--- config.mk ---
export PLATFORM = sky130hd
export DESIGN_NAME = multicycle_controller
export DESIGN_NICKNAME = d
export VERILOG_FILES = /design/src/rtl/multicycle_controller.sv
export SDC_FILE = /design/constraint.sdc
export NUM_CORES = 1
export LEC_CHECK = 0
export CAP_MARGIN = 5
export CORE_UTILIZATION = 30
export DETAILED_ROUTE_END_ITERATION = 8
export DONT_BUFFER_PORTS = 1
export MAX_ROUTING_LAYER = met4
export PLACE_DENSITY = 0.48
export SLEW_MARGIN = 5
export SYNTH_ARGS = -nofsm -noshare
export SYNTH_HDL_FRONTEND = slang
export SYNTH_SLANG_ARGS = --single-unit
--- constraint.sdc ---
create_clock -name clk -period 3.2 [get_ports clk]
set_input_delay 0.16 -clock clk [delete_from_list [all_inputs] [get_ports clk]]
set_output_delay 0.16 -clock clk [all_outputs]
set_load 0.05 [all_outputs]
--- src/rtl/multicycle_controller.sv ---
// Multi-cycle RISC-style control FSM: fetch/decode/execute/memory/writeback
// with illegal-opcode and memory-timeout traps.
module multicycle_controller #(
  parameter bit ENABLE_BRANCH = 1'b1,
  parameter bit ENABLE_UPPER  = 1'b1,
  parameter int MEM_TIMEOUT   = 15
) (
  input  logic       clk,
  input  logic       rst,
  input  logic [6:0] op,
  input  logic       branch_taken,
  input  logic       mem_ready,
  input  logic       trap_clear,
  output logic       mem_req,
  output logic       mem_we,
  output logic       addr_sel,
  output logic       ir_we,
  output logic       mdr_we,
  output logic       pc_we,
  output logic [1:0] pc_src,
  output logic       reg_we,
  output logic [1:0] reg_src,
  output logic       alu_src_b,
  output logic [1:0] alu_op,
  output logic       retire,
  output logic       fault,
  output logic [1:0] fault_cause,
  output logic [2:0] state
);

  typedef enum logic [2:0] {
    S_IDLE   = 3'd0,
    S_FETCH  = 3'd1,
    S_DECODE = 3'd2,
    S_EXEC   = 3'd3,
    S_MEM    = 3'd4,
    S_WB     = 3'd5,
    S_TRAP   = 3'd6
  } state_t;

  localparam logic [6:0] OP_LOAD   = 7'b0000011;
  localparam logic [6:0] OP_STORE  = 7'b0100011;
  localparam logic [6:0] OP_OPIMM  = 7'b0010011;
  localparam logic [6:0] OP_OP     = 7'b0110011;
  localparam logic [6:0] OP_JAL    = 7'b1101111;
  localparam logic [6:0] OP_JALR   = 7'b1100111;
  localparam logic [6:0] OP_BRANCH = 7'b1100011;
  localparam logic [6:0] OP_LUI    = 7'b0110111;
  localparam logic [6:0] OP_AUIPC  = 7'b0010111;

  localparam int CW = (MEM_TIMEOUT > 0) ? $clog2(MEM_TIMEOUT + 1) : 1;

  state_t        r_state;
  logic [1:0]    r_cause;
  logic [CW-1:0] r_wait;

  logic          w_load, w_store, w_opimm, w_op, w_jump, w_branch, w_lui, w_auipc;
  logic          w_legal, w_timeout;
  logic [CW-1:0] w_wait_inc;

  assign w_load   = (op == OP_LOAD);
  assign w_store  = (op == OP_STORE);
  assign w_opimm  = (op == OP_OPIMM);
  assign w_op     = (op == OP_OP);
  assign w_jump   = (op == OP_JAL) || (op == OP_JALR);
  assign w_branch = ENABLE_BRANCH && (op == OP_BRANCH);
  assign w_lui    = ENABLE_UPPER && (op == OP_LUI);
  assign w_auipc  = ENABLE_UPPER && (op == OP_AUIPC);
  assign w_legal  = w_load || w_store || w_opimm || w_op || w_jump
                 || w_branch || w_lui || w_auipc;

  // The current waiting cycle counts toward the limit, so a limit of N
  // allows exactly N cycles without an acknowledge.
  assign w_wait_inc = r_wait + CW'(1);
  assign w_timeout  = (MEM_TIMEOUT != 0) && (w_wait_inc == CW'(MEM_TIMEOUT));

  assign state       = r_state;
  assign fault_cause = r_cause;

  always_ff @(posedge clk or posedge rst) begin
    if (rst) begin
      r_state <= S_IDLE;
      r_cause <= 2'd0;
      r_wait  <= '0;
    end else begin
      case (r_state)
        S_IDLE: begin
          r_state <= S_FETCH;
          r_wait  <= '0;
        end
        S_FETCH: begin
          if (mem_ready) begin
            r_state <= S_DECODE;
          end else if (w_timeout) begin
            r_state <= S_TRAP;
            r_cause <= 2'd2;
          end else begin
            r_wait <= w_wait_inc;
          end
        end
        S_DECODE: begin
          if (w_legal) begin
            r_state <= S_EXEC;
          end else begin
            r_state <= S_TRAP;
            r_cause <= 2'd1;
          end
        end
        S_EXEC: begin
          r_wait <= '0;
          if (w_load || w_store) r_state <= S_MEM;
          else if (w_branch)     r_state <= S_FETCH;
          else                   r_state <= S_WB;
        end
        S_MEM: begin
          if (mem_ready) begin
            r_wait  <= '0;
            r_state <= w_load ? S_WB : S_FETCH;
          end else if (w_timeout) begin
            r_state <= S_TRAP;
            r_cause <= 2'd2;
          end else begin
            r_wait <= w_wait_inc;
          end
        end
        S_WB: begin
          r_state <= S_FETCH;
          r_wait  <= '0;
        end
        S_TRAP: begin
          if (trap_clear) begin
            r_state <= S_FETCH;
            r_cause <= 2'd0;
            r_wait  <= '0;
          end
        end
        default: begin
          r_state <= S_IDLE;
          r_cause <= 2'd0;
          r_wait  <= '0;
        end
      endcase
    end
  end

  // Enables react to mem_ready in the same cycle so a one-cycle acknowledge is never lost.
  always_comb begin
    mem_req   = 1'b0;
    mem_we    = 1'b0;
    addr_sel  = 1'b0;
    ir_we     = 1'b0;
    mdr_we    = 1'b0;
    pc_we     = 1'b0;
    pc_src    = 2'd0;
    reg_we    = 1'b0;
    reg_src   = 2'd0;
    alu_src_b = 1'b0;
    alu_op    = 2'd0;
    retire    = 1'b0;
    fault     = 1'b0;
    case (r_state)
      S_FETCH: begin
        mem_req = 1'b1;
        if (mem_ready) begin
          ir_we = 1'b1;
          pc_we = 1'b1;
        end
      end
      S_EXEC: begin
        alu_src_b = !(w_op || w_branch);
        if (w_op || w_opimm) alu_op = 2'd2;
        else if (w_branch)   alu_op = 2'd1;
        else if (w_lui)      alu_op = 2'd3;
        else                 alu_op = 2'd0;
        if (w_branch) begin
          pc_we  = branch_taken;
          pc_src = 2'd1;
          retire = 1'b1;
        end
      end
      S_MEM: begin
        mem_req  = 1'b1;
        addr_sel = 1'b1;
        mem_we   = w_store;
        if (mem_ready) begin
          retire = w_store;
          mdr_we = w_load;
        end
      end
      S_WB: begin
        reg_we = 1'b1;
        retire = 1'b1;
        if (w_load)      reg_src = 2'd1;
        else if (w_jump) reg_src = 2'd2;
        else             reg_src = 2'd0;
        if (w_jump) begin
          pc_we  = 1'b1;
          pc_src = 2'd2;
        end
      end
      S_TRAP: begin
        fault = 1'b1;
      end
      default: begin
        fault = 1'b0;
      end
    endcase
  end

endmodule
==> flow_metrics.env, run 1 <==
export IMPL_run_status="finished, final reports clean"
export IMPL_seq_area_sq_um=225.2
export IMPL_finalWorstPathRequiredPeriod_ns=2.528
export IMPL_flow_area_growth_from_synthesis_pct=22.56
export IMPL_coreArea_sq_um=2805
export IMPL_grt_pass1_wl_mm=4.278
export IMPL_die_width_microns=56.72
export IMPL_setup_worst_path_end_class="output pin"
export IMPL_grt_setup_unrepaired="no"
export IMPL_dpl_hpwl_mm=1.994
export IMPL_critical_hold_path_startpoint="trap_clear"
export IMPL_hold_path_depth=4
export IMPL_post_drt_via_cell_ratio=5.806
export IMPL_worst_r2r_startpoint="state[0]"
export IMPL_multi_input_comb_area_sq_um=650.6
export IMPL_dominant_combinational_cell_family_by_area_after_synthesis="compound AO/OA/AOI/OAI gates"
export IMPL_max_clock_freq_mhz=395.6
export IMPL_port_buffers=0
export IMPL_clk_pin_slew_ns=0.06
export IMPL_post_route_drc_count=0
export IMPL_setup_slack_of_the_most_critical_reg_to_reg_path_ns=1.05
export IMPL_number_of_antenna_diodes=0
export IMPL_num_cts_buffers=3
export IMPL_filler_cell_count=313
export IMPL_dieArea_sq_um=3217
export IMPL_synth_area_mux_share_pct=1.253
export IMPL_timing_hold_worst_class="input port to flip-flop"
export IMPL_worst_setup_path_start_kind="flip-flop"
export IMPL_postLayoutSetupSlackWorst_ns=0.6722
export IMPL_async_reset_ff_share_pct=100.0
export IMPL_drt_initial_drc_count=26
export IMPL_synth_adder_area_share_pct=2.786
export IMPL_finish_net_count=144
export IMPL_globalRoute_totalOverflow=0
export IMPL_setup_viol_count_final=0
export IMPL_leakage_nw=0.4798
export IMPL_compound_gate_portion_of_the_synthesized_area_pct=31.62
export IMPL_fp_row_count=19
export IMPL_cpPeakStageDelay_ns=0.83
export IMPL_clk_insertion_delay_late_ns=0.27
export IMPL_worst_ep_arrival_time_ns=2.37
export IMPL_cpMostUsedCell="buf_4"
export IMPL_drtPass1Iterations=4
export IMPL_worstPathCellList="inv_2 -> nor2_2 -> nand2_1 -> nor4_2 -> buf_4 -> a211o_1 -> buf_4"
export IMPL_final_max_slew_viol_count=0
export IMPL_yosys_area_share_simple_pct=30.64
export IMPL_finalHoldWorstSlack_ns=0.1857
export IMPL_crit_path_max_fanout=11
export IMPL_dominantRegCellSynth="dfrtp_1"
export IMPL_ant_nets=0
export IMPL_required_ns=3.04
export IMPL_worstRegToRegCells=5
export IMPL_timing_worst_slew_pin_value_ns=0.7489
export IMPL_syn_inst=114
export IMPL_syn_mean_instance_area_sq_um=7.880
export IMPL_clock_sink_count=9
export IMPL_final_period_utilization_pct=78.99
export IMPL_sequential_share_of_the_synthesized_area_pct=25.07
export IMPL_power_per_cell_area_nw_per_um2=820.5
export IMPL_drv_cap=0
export IMPL_first_global_vias=921
export IMPL_synth_seq_cells=9
export IMPL_routed_via_count=929
export IMPL_finalHoldViolations=0
export IMPL_globalRouteTotalUtil_pct=17.42
export IMPL_final_gp_congestion=0.8361
export IMPL_tritoncts="yes"
export IMPL_cts_path_max_buffers=2
export IMPL_area_of_the_mapped_netlist_sq_um=898.4
export IMPL_whs_endpoint="state[0]"
export IMPL_routed_wl_mm=2.515
export IMPL_floorplan_initialDensity_pct=32.02
export IMPL_number_of_resized_instances_in_the_post_cts_repair_step=0
export IMPL_synth_edf_count=0
export IMPL_maximum_number_of_pins_on_one_net_before_global_route_repair=20
export IMPL_drive_gt1_share_pct=27.91
export IMPL_worst_clock_skew_ns=0.007492
export IMPL_max_slew_headroom_pct=50.07
export IMPL_number_of_warnings_issued_by_yosys=0
export IMPL_io_pins=33
export IMPL_power_ir_vdd_worst_mv=0.4973
export IMPL_dp_slack_ns=0.9596
export IMPL_drt_wirelength_per_cell_microns=15.72
export IMPL_path_class="flip-flop to output pin"
export IMPL_grt_antenna_before_repair=0
export IMPL_root_cell_of_the_clock_tree="clkbuf_4"
export IMPL_synthesis_nets=128
export IMPL_cpMaxStageDelayCell="dfrtp_1"
export IMPL_die_height_microns=56.72
export IMPL_kind_of_cell_adding_the_most_delay_to_the_critical_path="flip-flops"
export IMPL_cts_htree_levels=1
export IMPL_post_synth_num_cell_types=46
export IMPL_final_setup_tns_ns=0
export IMPL_xor_xnor_share_of_the_synthesized_area_pct=1.950
export IMPL_crit_reg2reg_capture="state[2]"
export IMPL_crit_buf_inv=3
cells in the mapped netlist, types with 4 or more instances:
master | number | share of area (%)
nand2_1 | 13 | 5.4
nor4_1 | 6 | 4.2
nor2_1 | 8 | 3.3
a211o_1 | 6 | 5.8
inv_1 | 7 | 2.9
a21oi_1 | 5 | 2.8
dfrtp_1 | 9 | 25
nand3_1 | 4 | 2.2
nor2b_1 | 4 | 2.8
nand2b_1 | 4 | 2.8
layout make-up:
cell class	count	area share (%)
tap	31	3.523
sequential	9	20.45
timing repair buffer	17	11.82
clock buffer	4	2.386
inverter	8	2.727
multi-input combinational	91	59.09
worst reg2reg max path, cell delays in order (launching register included):
cell and delay, ns:
dfrtp_1 0.83, nor2b_1 0.40, o21a_1 0.52, nand2b_1 0.10, a21oi_1 0.13, a211o_1 0.12
worst max-delay path by stage:
stage,slack (ns),cells after the start,from,endpoint
after floorplan,0.22,4,state[2],mdr_we
after global placement,0.99,7,state[0],pc_we
after detailed placement,0.96,6,state[0],retire
after CTS,0.66,6,state[0],retire
after global routing,0.49,6,state[0],pc_we
final,0.67,7,state[0],pc_we
layout by cell type, fill, tap and decap left out, types with 2 or more instances in the layout:
master	synthesis	final
clkbuf_4	0	3
o21ai_1	3	3
nor2b_1	4	4
nor3_1	3	3
o21ai_0	3	3
ha_1	2	2
buf_4	1	16
dfrtp_1	9	9
nor2_1	8	8
nand3_1	4	4
nor4_2	0	5
a211o_1	6	6
nand2_1	13	13
a31oi_1	2	2
nand2b_1	4	4
a21oi_1	5	5
o31ai_1	2	2
inv_1	7	7
power breakdown:
group | total (W) | leakage, nW | switching [W] | internal [W]
registers | 0.000259 | 0.118 | 0.000111 | 0.000147
logic | 0.000555 | 0.347 | 0.000366 | 0.000188
clock network | 0.0000900 | 0.0150 | 0.0000419 | 0.0000482
metrics by stage:
step	instances	utilization (%)	area, sq um	power, W
2_1_floorplan	114	-	917.1	0.0007103
3_3_place_gp	155	37.96	1065	0.0008130
3_5_place_dp	155	37.96	1065	0.0008173
4_1_cts	160	39.25	1101	0.0009122
5_1_grt	160	39.25	1101	0.0009803
6_report	160	39.25	1101	0.0009034
layer usage:
layer / wire (microns) / GRT usage, % / up-vias
met5: 0 / - / -
met4: 28 / 4.643 / 0
met3: 142 / 4.608 / 5
met2: 1270 / 28.57 / 20
met1: 1073 / 21.07 / 449
li1: - / - / 455
flip-flops by register name (all words and copies together), names as in the netlist:
| name | cells |
|---|---|
| fault_cause | 2 |
| r_wait | 4 |
| state | 3 |
timing repair:
action                    4_1_cts  5_1_grt
hold endpoints to repair        9        0
hold buffers                    1        0
setup buffers                   0        0
kinds of logic (layout without fill, tap and decap cells):
group,after synthesis,after routing
adders and majority gates,2,2
muxes,1,1
xor gates and xnor gates,2,2
AOI/OAI and AO/OA,36,36
DFF,9,9
buffers and inverters,14,29
and+or+nand+nor,50,50
(Power assumes the default switching activity.)
==> run 2, diff against run 1 <==
PLACE_DENSITY = 0.49   (was 0.48)
clock period = 2.14 ns   (was 3.2 ns; I/O delays follow)
==> flow_metrics.env, run 2 (synthesis gave the netlist of run 1 again) <==
export IMPL_setup_viol_count_final=0
export IMPL_post_drt_via_cell_ratio=5.781
export IMPL_port_buffers=0
export IMPL_drt_initial_drc_count=27
export IMPL_grt_pass1_wl_mm=4.036
export IMPL_final_period_utilization_pct=93.64
export IMPL_drtPass1Iterations=6
export IMPL_setup_worst_path_end_class="flip-flop"
export IMPL_cpPeakStageDelay_ns=0.43
export IMPL_ant_nets=0
export IMPL_worst_r2r_startpoint="r_wait[0]"
export IMPL_multi_input_comb_area_sq_um=701.9
export IMPL_seq_area_sq_um=229.0
export IMPL_coreArea_sq_um=2805
export IMPL_violations="design-rule violations"
export IMPL_num_cts_buffers=3
export IMPL_cpMaxStageDelayCell="dfrtp_1"
export IMPL_floorplan_initialDensity_pct=32.02
export IMPL_post_route_drc_count=2
export IMPL_max_clock_freq_mhz=499.0
export IMPL_layout_commonest_cell="buf_4"
export IMPL_pwr_share_clk_pct=9.6
export IMPL_drv_cap=0
export IMPL_timing_hold_worst_class="input port to flip-flop"
export IMPL_number_of_resized_instances_in_the_post_cts_repair_step=0
export IMPL_routed_via_count=925
export IMPL_cts_htree_levels=1
export IMPL_fp_row_count=19
export IMPL_largest_register_ff_count=4
export IMPL_finish_net_count=144
export IMPL_flow_area_growth_from_synthesis_pct=30.08
export IMPL_path_class="flip-flop to flip-flop"
export IMPL_grt_setup_unrepaired="no"
export IMPL_clk_insertion_delay_late_ns=0.27
export IMPL_power_ir_vdd_worst_mv=0.6763
export IMPL_final_max_slew_viol_count=0
export IMPL_cts_path_max_buffers=2
export IMPL_pwr_share_seq_pct=26.3
export IMPL_worstRegToRegCells=6
export IMPL_max_slew_headroom_pct=67.95
export IMPL_fin_util_pct=41.66
export IMPL_leakage_nw=0.4892
export IMPL_crit_path_max_fanout=5
export IMPL_number_of_antenna_diodes=0
export IMPL_die_width_microns=56.72
export IMPL_worst_ep_arrival_time_ns=2.15
export IMPL_io_pins=33
export IMPL_crit_reg2reg_capture="fault_cause[1]"
export IMPL_final_gp_congestion=0.7737
export IMPL_tritoncts="yes"
export IMPL_filler_cell_count=293
export IMPL_crit_path_end="fault_cause[1]"
export IMPL_grt_antenna_before_repair=0
export IMPL_biggest_register="r_wait"
export IMPL_required_ns=2.28
export IMPL_globalRoute_totalOverflow=0
export IMPL_power_switching_w=0.0007991
export IMPL_cp_num_cells=6
export IMPL_finalHoldViolations=0
export IMPL_timing_worst_slew_pin_value_ns=0.4808
export IMPL_dieArea_sq_um=3217
export IMPL_drt_wirelength_per_cell_microns=15.56
export IMPL_first_global_vias=882
export IMPL_postPlaceCellArea_sq_um=1132
export IMPL_die_height_microns=56.72
export IMPL_power_share_switching_pct=56.96
export IMPL_dpl_hpwl_mm=2.030
export IMPL_kind_of_cell_adding_the_most_delay_to_the_critical_path="compound AO/OA/AOI/OAI gates"
export IMPL_maximum_number_of_pins_on_one_net_before_global_route_repair=20
export IMPL_worst_clock_skew_ns=0.008396
export IMPL_root_cell_of_the_clock_tree="clkbuf_4"
export IMPL_critPathLaunch="r_wait[0]"
export IMPL_crit_buf_inv=0
export IMPL_clk_pin_slew_ns=0.07
export IMPL_final_cell_mix="15 x buf_4, 13 x nand2_1, 7 x inv_1"
export IMPL_hold_path_depth=2
export IMPL_globalRouteTotalUtil_pct=16.55
export IMPL_run_status="complete, but fails checks"
export IMPL_clock_sink_count=9
export IMPL_worst_setup_path_start_kind="flip-flop"
export IMPL_finalWorstPathRequiredPeriod_ns=2.004
export IMPL_worstPathCellList="ha_1 -> nand2b_1 -> o211ai_2 -> a41oi_2 -> a211o_1 -> a211o_1"
export IMPL_routed_wl_mm=2.490
export IMPL_power_per_cell_area_nw_per_um2=1201
export IMPL_pwr_share_comb_pct=64.1
export IMPL_finished_layout_cell_area_sq_um=1169
export IMPL_drive_gt1_share_pct=34.11
export IMPL_internal_power_w=0.0006039
export IMPL_cpMostUsedCell="a211o_1"
export IMPL_setup_slack_of_the_most_critical_reg_to_reg_path_ns=0.14
==> run 2: cell counts in the layout (fill, tap and decap cells not counted) <==
No cell type changed its count.
==> run 2: per-stage QoR <==
stage	total power [W]	hold slack, ns	setup WS, ns	TNS, ns	cells
3_3_place_gp	0.001264	-0.01734	0.2403	0	155
4_1_cts	0.001414	0.1104	0.1499	0	160
2_1_floorplan	0.001095	-0.06528	-0.1464	-0.4155	114
6_report	0.001403	0.1115	0.1362	0	160
3_5_place_dp	0.001274	-0.006849	0.1746	0	155
5_1_grt	0.001495	0.1274	0.04854	0	160
==> run 2: how the worst min path moves through the flow <==
stage | end | start
after floorplan | fault_cause[0] | rst
after global placement | fault_cause[1] | rst
after detailed placement | fault_cause[1] | rst
after CTS | state[2] | trap_clear
after global routing | state[2] | trap_clear
final | state[2] | trap_clear
==> run 2: per-layer routing <==
metal	vias to the layer above	GRT usage (%)	routed length (microns)
li1	457	-	-
met1	444	19.72	1130
met2	21	27.55	1230
met5	-	-	0
met3	3	5.760	119
met4	0	2.143	8
==> run 2: power groups by stage <==
stage          Combinational (W)  Clock, W  Sequential (W)
2_1_floorplan           0.000715         0        0.000380
3_3_place_gp            0.000893         0        0.000371
3_5_place_dp            0.000897         0        0.000376
4_1_cts                 0.000904  0.000139        0.000371
5_1_grt                 0.000964  0.000149        0.000383
6_report                0.000899  0.000134        0.000370
==> run 2: final cells by class <==
type	instances	area share (%)
inverter	8	2.570
sequential	9	19.59
clock buffer	4	2.248
multi-input combinational	91	60.06
timing repair buffer	17	12.21
tap	31	3.319
==> run 2: repair_timing <==
item | CTS | global route
endpoints found under the setup margin | 0 | 0
hold buffers | 1 | 0
setup buffers | 0 | 0
endpoints found under the hold margin | 9 | 0
==> run 3, diff against run 2 <==
PLACE_DENSITY = 0.48   (was 0.49)
==> flow_metrics.env, run 3 (synthesis gave the netlist of run 1 again) <==
export IMPL_max_slew_headroom_pct=66.90
export IMPL_ant_nets=0
export IMPL_io_pins=33
export IMPL_final_period_utilization_pct=92.77
export IMPL_grt_setup_unrepaired="no"
export IMPL_root_cell_of_the_clock_tree="clkbuf_4"
export IMPL_post_drt_via_cell_ratio=5.688
export IMPL_first_global_vias=880
export IMPL_setup_viol_count_final=0
export IMPL_timing_hold_worst_class="input port to flip-flop"
export IMPL_drt_wirelength_per_cell_microns=15.86
export IMPL_finish_net_count=144
export IMPL_grt_antenna_before_repair=0
export IMPL_dieArea_sq_um=3217
export IMPL_path_class="flip-flop to flip-flop"
export IMPL_routed_via_count=910
export IMPL_fp_row_count=19
export IMPL_drtPass1Iterations=6
export IMPL_leakage_nw=0.4904
export IMPL_finalHoldWorstSlack_ns=0.1136
export IMPL_layout_commonest_cell="buf_4"
export IMPL_worst_ep_arrival_time_ns=2.14
export IMPL_post_route_drc_count=2
export IMPL_drive_gt1_share_pct=34.88
export IMPL_num_cts_buffers=3
export IMPL_worst_clock_skew_ns=0.008356
export IMPL_filler_cell_count=290
export IMPL_cts_htree_levels=1
export IMPL_grt_pass1_wl_mm=4.209
export IMPL_tritoncts="yes"
export IMPL_largest_register_ff_count=4
export IMPL_multi_input_comb_area_sq_um=704.4
export IMPL_globalRouteTotalUtil_pct=17.40
export IMPL_routed_wl_mm=2.538
export IMPL_power_per_cell_area_nw_per_um2=1203
export IMPL_required_ns=2.29
export IMPL_cts_path_max_buffers=2
export IMPL_clk_pin_slew_ns=0.07
export IMPL_crit_path_max_fanout=5
export IMPL_die_height_microns=56.72
export IMPL_coreArea_sq_um=2805
export IMPL_floorplan_initialDensity_pct=32.02
export IMPL_violations="design-rule violations"
export IMPL_final_cell_mix="15 x buf_4, 13 x nand2_1, 7 x inv_1"
export IMPL_clk_insertion_delay_late_ns=0.27
export IMPL_max_clock_freq_mhz=503.7
export IMPL_seq_area_sq_um=229.0
export IMPL_globalRoute_totalOverflow=0
export IMPL_finalWorstPathRequiredPeriod_ns=1.985
export IMPL_number_of_antenna_diodes=0
export IMPL_flow_area_growth_from_synthesis_pct=30.36
export IMPL_drt_initial_drc_count=14
export IMPL_worst_setup_path_start_kind="flip-flop"
export IMPL_power_ir_vdd_worst_mv=0.7296
export IMPL_p_total_w=0.001408
export IMPL_setup_worst_path_end_class="flip-flop"
export IMPL_port_buffers=0
export IMPL_maximum_number_of_pins_on_one_net_before_global_route_repair=16
export IMPL_final_gp_congestion=0.7857
export IMPL_timing_worst_slew_pin_value_ns=0.4964
export IMPL_clock_sink_count=9
export IMPL_run_status="complete, but fails checks"
export IMPL_drv_cap=0
export IMPL_finalHoldViolations=0
export IMPL_die_width_microns=56.72
export IMPL_biggest_register="r_wait"
export IMPL_dpl_hpwl_mm=2.020
export IMPL_final_max_slew_viol_count=0
run 3: cell counts in the layout (fill, tap and decap cells not counted):
Identical to the previous run, type by type.
run 3: routing by layer:
metal	track usage [%]	vias to the layer above	share of wire, %
li1	-	458	-
met1	21.72	438	46
met2	27.21	14	49
met3	6.221	0	4.6
met4	3.214	0	0
met5	-	-	0
run 3: worst max-delay path, cell delays in order, from the launching register on:
cell      delay (ns)
dfrtp_1         0.43
ha_1            0.26
nand2b_1        0.16
o211ai_2        0.23
a41oi_2         0.19
a211o_1         0.30
a211o_1         0.28
run 3: path summary, 6_finish.rpt:
check	startpoint	to	slack, ns	depth (start not counted)
hold reg to reg	r_wait[3]	r_wait[3]	0.53	1
setup reg to reg	r_wait[0]	fault_cause[1]	0.15	6
max in group asynchronous	rst	state[0]	1.61	2
hold / removal	trap_clear	state[2]	0.11	2
setup / recovery	r_wait[0]	fault_cause[1]	0.15	6
min in group asynchronous	rst	r_wait[0]	0.24	2
run 3: what timing repair did:
| item | CTS | global route |
|---|---|---|
| hold buffers | 1 | 0 |
| gates resized for setup | 0 | 1 |
| endpoints found under the setup margin | 0 | 1 |
| endpoints found under the hold margin | 9 | 0 |
| buffers inserted | 0 | 0 |
run 3: final cells by class:
type / count / share of cell area [%]
Inverter: 8 / 2.564
Sequential cell: 9 / 19.55
Multi-Input combinational cell: 91 / 60.15
Timing Repair Buffer: 17 / 12.18
Clock buffer: 4 / 2.244
Tap cell: 31 / 3.312
run 3: through the flow:
step / cells / util (%) / cell area (sq um) / setup WS [ns] / setup TNS (ns)
after floorplan: 114 / - / 991.0 / -0.1464 / -0.4155
after global placement: 155 / 40.37 / 1132 / 0.2329 / 0
after detailed placement: 155 / 40.37 / 1132 / 0.1806 / 0
after CTS: 160 / 41.66 / 1169 / 0.1619 / 0
after global routing: 160 / 41.75 / 1171 / 0.04773 / 0
final: 160 / 41.75 / 1171 / 0.1548 / 0
run 3: power by group:
group / switching, W / internal [W] / total (W)
combinational: 0.000584 / 0.000308 / 0.000892
sequential: 0.000153 / 0.000226 / 0.000379
clock: 0.0000650 / 0.0000721 / 0.000137
total: 0.000802 / 0.000607 / 0.00141
